## src/rtl/ex3_to_bcd_stream.sv

```systemverilog
// Excess-3 digit stream to packed BCD words (NDIG digits, first digit in MS nibble); word valid 1 cycle after last digit,
// input stalls (in_ready=0) while a word is held for out_ready. EX3_DROP_INVALID_EN: discard bad codes instead of substituting 4'hF.
module ex3_to_bcd_stream #(
  parameter int NDIG = 4
) (
  input  logic              clk,
  input  logic              rst_n,
  input  logic              clr,
  input  logic              in_valid,
  output logic              in_ready,
  input  logic [3:0]        in_ex3,
  output logic              out_valid,
  input  logic              out_ready,
  output logic [4*NDIG-1:0] out_data,
  output logic              out_err,
  output logic              bad_digit
);

  localparam int W  = 4 * NDIG;
  localparam int CW = (NDIG > 1) ? $clog2(NDIG) : 1;

  typedef enum logic {
    COLLECT = 1'b0,
    HOLD    = 1'b1
  } state_t;

  state_t        state_q, state_d;
  logic [CW-1:0] cnt_q, cnt_d;
  logic [W-1:0]  data_q, data_d;
  logic          bad_q, bad_d;

  logic          code_ok;
  logic [3:0]    bcd;
  logic          in_fire;
  logic          take;
  logic          last_dig;
  logic [W+3:0]  shift_w;

  assign in_ready  = (state_q == COLLECT);
  assign out_valid = (state_q == HOLD);
  assign out_data  = data_q;
  assign bad_digit = bad_q;

  assign code_ok  = (in_ex3 >= 4'd3) && (in_ex3 <= 4'd12);
  assign bcd      = code_ok ? (in_ex3 - 4'd3) : 4'hF;
  assign in_fire  = in_valid && in_ready;
  assign shift_w  = {data_q, bcd};
  assign last_dig = (cnt_q == CW'(NDIG - 1));

`ifdef EX3_DROP_INVALID_EN
  // Invalid codes are consumed but leave the word untouched.
  assign take = in_fire && code_ok;
`else
  assign take = in_fire;
`endif

  always_comb begin
    state_d = state_q;
    cnt_d   = cnt_q;
    data_d  = data_q;
    bad_d   = 1'b0;
    if (clr) begin
      // Flush wins over any same-cycle transfer; the offered digit is dropped.
      state_d = COLLECT;
      cnt_d   = '0;
    end else begin
      case (state_q)
        COLLECT: begin
          if (in_fire) begin
            bad_d = !code_ok;
          end
          if (take) begin
            data_d = shift_w[W-1:0];
            if (last_dig) begin
              cnt_d   = '0;
              state_d = HOLD;
            end else begin
              cnt_d = cnt_q + CW'(1);
            end
          end
        end
        HOLD: begin
          if (out_ready) begin
            state_d = COLLECT;
          end
        end
      endcase
    end
  end

  always_ff @(posedge clk or negedge rst_n) begin
    if (!rst_n) begin
      state_q <= COLLECT;
      cnt_q   <= '0;
      data_q  <= '0;
      bad_q   <= 1'b0;
    end else begin
      state_q <= state_d;
      cnt_q   <= cnt_d;
      data_q  <= data_d;
      bad_q   <= bad_d;
    end
  end

`ifdef EX3_DROP_INVALID_EN
  assign out_err = 1'b0;
`else
  logic err_q, err_d;

  // Sticky per word: set by any substituted digit, cleared on handoff or flush.
  always_comb begin
    err_d = err_q;
    if (clr) begin
      err_d = 1'b0;
    end else if (state_q == HOLD) begin
      if (out_ready) begin
        err_d = 1'b0;
      end
    end else if (take && !code_ok) begin
      err_d = 1'b1;
    end
  end

  always_ff @(posedge clk or negedge rst_n) begin
    if (!rst_n) begin
      err_q <= 1'b0;
    end else begin
      err_q <= err_d;
    end
  end

  assign out_err = err_q && (state_q == HOLD);
`endif

  // A held word must not change until it is taken or flushed.
  a_hold_stable: assert property (@(posedge clk) disable iff (!rst_n)
    (out_valid && !out_ready && !clr) |=> (out_valid && $stable(out_data)));

endmodule

```

## config.mk

```make
export PLATFORM = sky130hd
export DESIGN_NAME = ex3_to_bcd_stream
export DESIGN_NICKNAME = d
export VERILOG_FILES = /design/src/rtl/ex3_to_bcd_stream.sv
export SDC_FILE = /design/constraint.sdc
export NUM_CORES = 1
export LEC_CHECK = 0
export CAP_MARGIN = 20
export CORE_MARGIN = 8
export CORE_UTILIZATION = 30
export CTS_BUF_LIST = sky130_fd_sc_hd__clkbuf_4 sky130_fd_sc_hd__clkbuf_8 sky130_fd_sc_hd__clkbuf_16
export CTS_CLUSTER_SIZE = 40
export DETAILED_ROUTE_END_ITERATION = 8
export REMOVE_ABC_BUFFERS = 1
export SYNTH_ARGS = -nofsm -noshare
export SYNTH_HDL_FRONTEND = slang
export SYNTH_SLANG_ARGS = --single-unit
```

## constraint.sdc

```tcl
create_clock -name clk -period 1.6 [get_ports clk]
set_clock_uncertainty 0.1 [all_clocks]
set_input_delay 0.4 -clock clk [delete_from_list [all_inputs] [get_ports clk]]
set_output_delay 0.4 -clock clk [all_outputs]
set_load 0.02 [all_outputs]
```

==> impl_metrics.tcl, run 1 <==
set metrics [dict create \
    outcome "complete, no violations" \
    r2r-start "out_valid" \
    drc 0 \
    drt-vias-per-instance 4.52 \
    cts_sinks 21 \
    cap_viol_max_count 0 \
    criticalPathCategory "input pin to flip-flop" \
    cp_top_family "buffers and inverters" \
    syn_to_final_growth_pct 39.9 \
    wl_per_cell_um 12.1 \
    async_reset_ff_share_pct 100 \
    reg2reg_depth 4 \
    fp.dieW_um 71.6 \
    fillers 306 \
    finish.utilization_pct 43.1 \
    critical_path_required_ps 1720 \
    antenna_found_initial 0 \
    drtIter0Drc 25 \
    dp_hpwl_mm 1.60 \
    cts_buffers 3 \
    dp_slack_ps -259 \
    worstPathMaxFanout 8 \
    drv_slew 0 \
    clkLatencyLatePin_ps 300 \
    ys_seq_area_share_pct 56.8 \
    grt_first_pass_wirelength_mm 3.39 \
    clockRootBuffer "clkbuf_4" \
    worst_pin_slew_ps 328 \
    ios 29 \
    totalWireLength_mm 2.06 \
    pwr-share-clk_pct 19.2 \
    netlist_instances 99 \
    grt_pass1_vias 763 \
    seqCellArea_um2 526 \
    drive_above_1_share_pct 13.9 \
    crit_slowest_cell "clkdlybuf4s50_1" \
    synth-warning-count 0 \
    p_sw_mw 0.431 \
    hold_class "input pin to async pin" \
    syn_avg_cell_area_um2 9.35 \
    fin_ws_ps 43.7 \
    power_density_nw_per_um2 1000 \
    worst_slew_margin_rel_pct 78.1 \
    num_antenna_cells 0 \
    crit_path_cell_trace "clkdlybuf4s50_1 -> or3b_4 -> buf_4 -> o31ai_2" \
    grt_usage_pct 8.07 \
    grt_overflow 0 \
    min_period_over_period_pct 97.3 \
    hold_violations 0 \
    start_util_pct 30.8 \
    p_leak_nw 0.683 \
    path_clk_slew_ps 120 \
    grt_max_degree 22 \
    power_frac_seq_pct 51.5 \
    cp_num_buf_inv 2 \
    reg2reg_to "out_data[2]" \
    final-setup-viol-count 0 \
    multi_input_area_um2 363 \
    syn_area_um2 926 \
    rrSetupSlack_ps 80 \
    critPathMaxStageDelay_ps 500 \
    port_buffers 28 \
    synth_cell_types 22 \
    num_rows 20 \
    ctsHoldBuffers 0 \
    cp_data_arrival_time_ps 1680 \
    cts_buffer_depth 2 \
    synth_seq_cells 21 \
    final_nets 150 \
    die_area_um2 5120 \
    dr.pass1.iters 4 \
    vdd_ir_drop_max_mv 0.261 \
    cts.htree.levels 1 \
    crit_path_start_kind "input pin" \
    synth_flop_cell "dfrtp_1" \
    dr_total_vias 768 \
    rsz0062_at_grt "no" \
    max_freq_mhz 643 \
    coreArea_um2 3000 \
    gp_congestion 0.700 \
    die_y_um 71.6 \
    pwr-share-comb_pct 29.3 \
    cts_tree "done" \
    synth_edf_count 0 \
    period_needed_ps 1560 \
    end_kind "flip-flop" \
    p_total_mw 1.30 \
    power.internal_mw 0.868 \
    antenna_left 0 \
    swShare_pct 33.2 \
]
-- synth_stat cells, types with 2 or more instances --
cell     count  area [µm²]
a21oi_1      2        10.0
a31oi_1      2        12.5
buf_2        2        10.0
dfrtp_1     21         526
ha_1         3        37.5
inv_1        5        18.8
nand2_1     38         143
nor2_1       9        33.8
nor2b_1      2        12.5
o21ai_0      3        15.0
-- how the worst max path moves through the flow --
stage                      startpoint          end  slack [ps]  cells past startpoint
after floorplan             out_valid  out_data[2]          60                      2
after global placement       in_valid  out_data[2]        -230                      4
after detailed placement     in_valid  out_data[2]        -260                      4
after CTS                   out_valid     in_ready          20                      2
after global routing      out_data[1]  out_data[1]           2                      1
final                        in_valid  out_data[2]          40                      4
-- layer usage --
layer / global-route usage [%] / vias up / wire (µm)
met3: 1.53 / 2 / 76
met5: 0 / - / 0
li1: - / 393 / -
met4: 5.44 / 0 / 34
met2: 13.4 / 21 / 953
met1: 9.22 / 352 / 991
-- final cells by class --
class / count / area share [%]
multi-input cells: 70 / 28.0
clock inverters: 1 / 0.386
inverters: 5 / 1.45
clock buffers: 3 / 1.74
flip-flops and latches: 21 / 40.6
well taps: 33 / 3.19
repair buffers: 37 / 24.6
-- logic make-up after synthesis --
kind of cell | after synthesis | share of synthesized area (%)
AO/OA/AOI/OAI | 12 | 8.92
XOR/XNOR | 1 | 0.946
adder cells (fa/ha/maj) | 3 | 4.05
buffers and inverters | 8 | 4.32
flip-flops | 21 | 56.8
multiplexers | 1 | 1.08
AND/OR/NAND/NOR | 53 | 23.9
-- sequential cells by signal, indices dropped and copies added (netlist names) --
register	count
out_data	16
cnt_q	2
bad_digit	1
err_q	1
out_valid	1
-- worst reg2reg max path, stage by stage (launching register included) --
cell and delay, ps:
dfrtp_1 430, buf_4 160, or3b_4 370, buf_4 170, o31ai_2 220
-- cells in the final DEF, fill, tap and decap left out --
cell type	count
inv_1	5
clkinv_2	1
mux2i_1	1
xnor2_1	1
buf_4	9
o31ai_2	1
nor2_1	9
o21ai_0	3
nor3b_2	1
nor3_1	1
clkbuf_4	3
dfrtp_1	21
dlygate4sd2_1	11
ha_1	3
a31oi_1	2
a21oi_1	2
a2bb2oi_1	1
and2_1	1
clkdlybuf4s15_1	6
nor2b_1	2
a311oi_1	1
or3b_4	1
clkbuf_2	1
nand2_1	38
a211oi_1	1
clkdlybuf4s50_1	8
a21o_1	1
buf_2	2
-- power groups by stage --
stage	registers (mW)	logic (mW)	clock network [mW]
after global routing	0.682	0.419	0.290
final	0.669	0.380	0.249
after global placement	0.680	0.429	0
after floorplan	0.771	0.103	0
after detailed placement	0.685	0.435	0
after CTS	0.670	0.381	0.259
-- repair_timing --
| action | 4_1_cts | 5_1_grt |
|---|---|---|
| resized for setup | 25 | 10 |
| pin swaps | 0 | 0 |
| cloned | 0 | 0 |
| setup buffers | 0 | 0 |
| setup endpoints to repair | 20 | 9 |
-- metrics by stage --
step                      instances  setup TNS [ps]  area, µm²  hold slack, ps
after CTS                       170               0       1290             334
after detailed placement        166           -3680       1290             361
after floorplan                  96               0        905            4.41
after global placement          166           -3180       1290             357
after global routing            170               0       1290             320
final                           170               0       1290             333
Note: power is estimated with default switching activity, not from simulation.
==> run 2, diff against run 1 <==
- SKIP_LAST_GASP: default -> 1
==> run 2 against run 1 <==
Net effect: clock power is essentially flat; register-to-register slack is essentially flat; via count unchanged; hold slack unchanged; critical endpoint unchanged; largest cell class unchanged; largest power group unchanged.
==> impl_metrics.tcl, run 2 (synthesis gave the netlist of run 1 again) <==
set metrics [dict create \
    critical_path_required_ps 1720 \
    power_density_nw_per_um2 998 \
    drtIter0Drc 25 \
    end_kind "flip-flop" \
    cts_buffer_depth 2 \
    grt_max_degree 22 \
    drv_slew 0 \
    coreArea_um2 3000 \
    antenna_left 0 \
    cts_buffers 3 \
    port_buffers 28 \
    clockRootBuffer "clkbuf_4" \
    worst_pin_slew_ps 328 \
    hold_class "input pin to async pin" \
    p_leak_nw 0.682 \
    final_common_cell "nand2_1" \
    final-setup-viol-count 0 \
    rsz0062_at_grt "yes" \
    die_area_um2 5120 \
    mostFrequentLayoutCells "nand2_1, dfrtp_1, dlygate4sd2_1" \
    grt_pass1_vias 768 \
    dp_slack_ps -259 \
    drc 0 \
    rrSetupSlack_ps 80 \
    totalWireLength_mm 2.05 \
    power.internal_mw 0.868 \
    grt_first_pass_wirelength_mm 3.40 \
    wl_per_cell_um 12.1 \
    r2r-start "out_valid" \
    cp_data_arrival_time_ps 1680 \
    dp.cells 166 \
    max_freq_mhz 643 \
    final_nets 150 \
    swShare_pct 33.1 \
    ctsHoldBuffers 0 \
    period_needed_ps 1560 \
    grt_overflow 0 \
    reg2reg_depth 4 \
    cts_tree "done" \
    pwr-share-comb_pct 29.3 \
    min_period_over_period_pct 97.3 \
    dp_hpwl_mm 1.60 \
    dr_total_vias 768 \
    drt-vias-per-instance 4.52 \
    instances_no_fill 170 \
    dr.pass1.iters 4 \
    path_clk_slew_ps 120 \
    num_antenna_cells 0 \
    start_util_pct 30.8 \
    grt_usage_pct 8.10 \
    antenna_found_initial 0 \
    drive_above_1_share_pct 13.1 \
    num_rows 20 \
    cts_sinks 21 \
    outcome "complete, no violations" \
    die_y_um 71.6 \
    crit_path_start_kind "input pin" \
    gp_congestion 0.700 \
    cts.htree.levels 1 \
    reg2reg_to "out_data[2]" \
    cap_viol_max_count 0 \
    fp.dieW_um 71.6 \
    pwr-share-clk_pct 19.2 \
    largest_register_ffs 16 \
    hold_violations 0 \
    ios 29 \
    syn_to_final_growth_pct 40.4 \
    criticalPathCategory "input pin to flip-flop" \
    worst_slew_margin_rel_pct 78.1 \
    power_frac_seq_pct 51.6 \
    vdd_ir_drop_max_mv 0.261 \
    fin_ws_ps 43.7 \
    startpoint "in_valid" \
    clkLatencyLatePin_ps 300 \
    worstPathMaxFanout 8 \
    p_sw_mw 0.430 \
]
-- run 2: changes by cell type in the layout (fill, tap and decap cells not counted), sizes merged --
cell and change:
clkdlybuf4s15 +1, buf -1
-- run 2: repair_timing --
action,CTS,global route
resized for setup,22,11
setup buffers,0,0
endpoints found under the setup margin,20,10
cloned,0,0
pin swaps,0,0
-- run 2: worst max-delay path: stages --
cell             delay, ps
clkdlybuf4s50_1        500
or3b_4                 390
buf_4                  170
o31ai_2                220
-- run 2: power groups by stage --
stage               logic, mW  clock network (mW)  registers [mW]
global route            0.419               0.290           0.682
floorplan               0.103                   0           0.771
global placement        0.429                   0           0.680
CTS                     0.381               0.259           0.670
detailed placement      0.435                   0           0.685
finish                  0.380               0.249           0.669
-- run 2: worst max path at each step --
| stage | slack (ps) | endpoint |
|---|---|---|
| floorplan | 60 | out_data[2] |
| global placement | -230 | out_data[2] |
| detailed placement | -260 | out_data[2] |
| CTS | -100 | out_err |
| global route | -0.8 | out_valid |
| finish | 40 | out_data[2] |
-- run 2: metrics by stage --
stage / setup TNS (ps) / area [µm²] / hold slack [ps] / util [%] / power [mW]
detailed placement: -3680 / 1290 / 361 / 43.1 / 1.12
CTS: -101 / 1300 / 334 / 43.3 / 1.31
finish: 0 / 1300 / 333 / 43.3 / 1.30
global placement: -3180 / 1290 / 357 / 43.1 / 1.11
floorplan: 0 / 905 / 4.41 / - / 0.874
global route: -0.840 / 1300 / 320 / 43.3 / 1.39
-- run 2: area by class of cell --
cell class | instances | area, µm²
clock buffers | 3 | 22.5
clock inverters | 1 | 5.00
fillers | 305 | 1700
flip-flops and latches | 21 | 526
well taps | 33 | 41.3
inverters | 5 | 18.8
repair buffers | 37 | 324
multi-input cells | 70 | 363
-- run 2: per-layer routing --
layer / GRT usage, % / part of all wire (%)
met1: 9.22 / 48
met2: 13.4 / 46
met3: 1.67 / 4.2
met4: 5.44 / 1.7
met5: 0 / 0
==> run 3, diff against run 2 <==
- REMOVE_ABC_BUFFERS: 1 -> default
==> run 3 against run 2 <==
Net effect: via count up 2.3%; first-iteration DRC count grew to 2.8 times the previous value; fmax down 1.2%; largest power group unchanged.
==> impl_metrics.tcl, run 3 (synthesis gave the netlist of run 1 again) <==
set metrics [dict create \
    outcome "complete, no violations" \
    cp_top_family "flip-flops" \
    fin_ws_ps 24.1 \
    final_nets 150 \
    instances_no_fill 170 \
    mostFrequentLayoutCells "nand2_1, dfrtp_1, dlygate4sd2_1" \
    antenna_left 0 \
    worstPathMaxFanout 5 \
    grt_max_degree 22 \
    synth_nets 111 \
    drv_slew 0 \
    ctsHoldBuffers 0 \
    antenna_found_initial 0 \
    power_frac_seq_pct 51.1 \
    num_antenna_cells 0 \
    p_leak_nw 0.698 \
    totalWireLength_mm 2.04 \
    die_y_um 71.6 \
    dp_hpwl_mm 1.54 \
    crit_slowest_cell "dfrtp_1" \
    cts_tree "done" \
    drc 0 \
    cts_sinks 21 \
    die_area_um2 5120 \
    gp_congestion 0.768 \
    cp_data_arrival_time_ps 1080 \
    clkLatencyLatePin_ps 310 \
    swShare_pct 33.8 \
    power_density_nw_per_um2 996 \
    crit_path_start_kind "flip-flop" \
    final_cell_area_um2 1320 \
    grt_overflow 0 \
    min_period_over_period_pct 98.5 \
    wl_per_cell_um 12.0 \
    setup_tns_ps 0 \
    syn_to_final_growth_pct 42.3 \
    vdd_ir_drop_max_mv 0.347 \
    rsz0062_at_grt "yes" \
    clockRootBuffer "clkbuf_4" \
    power.internal_mw 0.869 \
    final-setup-viol-count 0 \
    grt_first_pass_wirelength_mm 3.68 \
    drt-vias-per-instance 4.62 \
    crit_path_cell_trace "dlygate4sd2_1" \
    dr_total_vias 786 \
    max_freq_mhz 635 \
    placed_area_um2 1290 \
    port_buffers 28 \
    final_common_cell "nand2_1" \
    grt_usage_pct 8.83 \
    dr.pass1.iters 4 \
    dp_slack_ps -246 \
    num_rows 20 \
    period_needed_ps 1580 \
    end_kind "output port" \
    pwr-share-comb_pct 29.4 \
    start_util_pct 30.8 \
    path_clk_slew_ps 130 \
    p_sw_mw 0.443 \
    cts_buffers 3 \
    worst_slew_margin_rel_pct 75.0 \
    fp.dieW_um 71.6 \
    cap_viol_max_count 0 \
    hold_class "input pin to async pin" \
    pwr-share-clk_pct 19.5 \
    hold_violations 0 \
    p_total_mw 1.31 \
    grt_pass1_vias 788 \
    critPathMaxStageDelay_ps 410 \
    critical_path_required_ps 1100 \
    dp.cells 166 \
    worst_pin_slew_ps 373 \
    criticalPathCategory "flip-flop to output port" \
    cts_buffer_depth 2 \
    coreArea_um2 3000 \
    ios 29 \
    drtIter0Drc 69 \
    cts.htree.levels 1 \
    drive_above_1_share_pct 16.1 \
    cp_num_buf_inv 1 \
    largest_register_ffs 16 \
]
-- run 3: cell count changes in the layout (fill, tap and decap cells not counted) --
cell / previous run / this run
clkdlybuf4s15_1: 7 / 3
nand2_4: 0 / 1
buf_4: 9 / 8
a31oi_1: 2 / 1
clkbuf_2: 1 / 3
nand2_1: 38 / 37
o31ai_4: 0 / 1
dlygate4sd2_1: 11 / 13
a31oi_2: 0 / 1
buf_8: 0 / 1
o31ai_2: 1 / 0
-- run 3: area by class of cell --
class / count / area [µm²]
Sequential cell: 21 / 526
Clock buffer: 3 / 22.5
Tap cell: 33 / 41.3
Multi-Input combinational cell: 70 / 385
Timing Repair Buffer: 37 / 319
Fill cell: 305 / 1690
Clock inverter: 1 / 5.00
Inverter: 5 / 18.8
-- run 3: repair_timing --
action	CTS	global route
setup buffers	0	1
pin swaps	0	2
hold endpoints to repair	0	0
setup endpoints to repair	20	10
resized for setup	22	17
-- run 3: per-layer routing --
metal | track usage (%) | vias to the layer above | wire [µm]
li1 | - | 397 | -
met1 | 10.2 | 365 | 936
met2 | 14.2 | 20 | 930
met4 | 6.12 | 0 | 50
met5 | 0 | - | 0
met3 | 1.95 | 4 | 122
-- run 3: power groups by stage --
stage / Combinational [mW] / Clock (mW) / Sequential (mW)
after floorplan: 0.108 / 0 / 0.771
after global placement: 0.430 / 0 / 0.681
after detailed placement: 0.435 / 0 / 0.684
after CTS: 0.382 / 0.271 / 0.669
after global routing: 0.427 / 0.298 / 0.683
final: 0.386 / 0.256 / 0.670
-- run 3: worst paths after layout --
| path | from | end | slack, ps | cells past startpoint |
|---|---|---|---|---|
| max | out_valid | out_valid | 20 | 1 |
| min | rst_n | out_data[12] | 320 | 2 |
| max reg2reg | out_valid | out_data[1] | 100 | 5 |
| min reg2reg | out_data[14] | out_data[14] | 380 | 2 |
| max in group asynchronous | rst_n | out_data[15] | 850 | 2 |
| min in group clk | out_data[14] | out_data[14] | 380 | 2 |
-- run 3: per-stage QoR --
| step | utilization (%) | hold slack (ps) |
|---|---|---|
| 2_1_floorplan | - | 4.41 |
| 3_3_place_gp | 43.1 | 357 |
| 3_5_place_dp | 43.1 | 362 |
| 4_1_cts | 43.3 | 331 |
| 5_1_grt | 43.9 | 327 |
| 6_report | 43.9 | 319 |
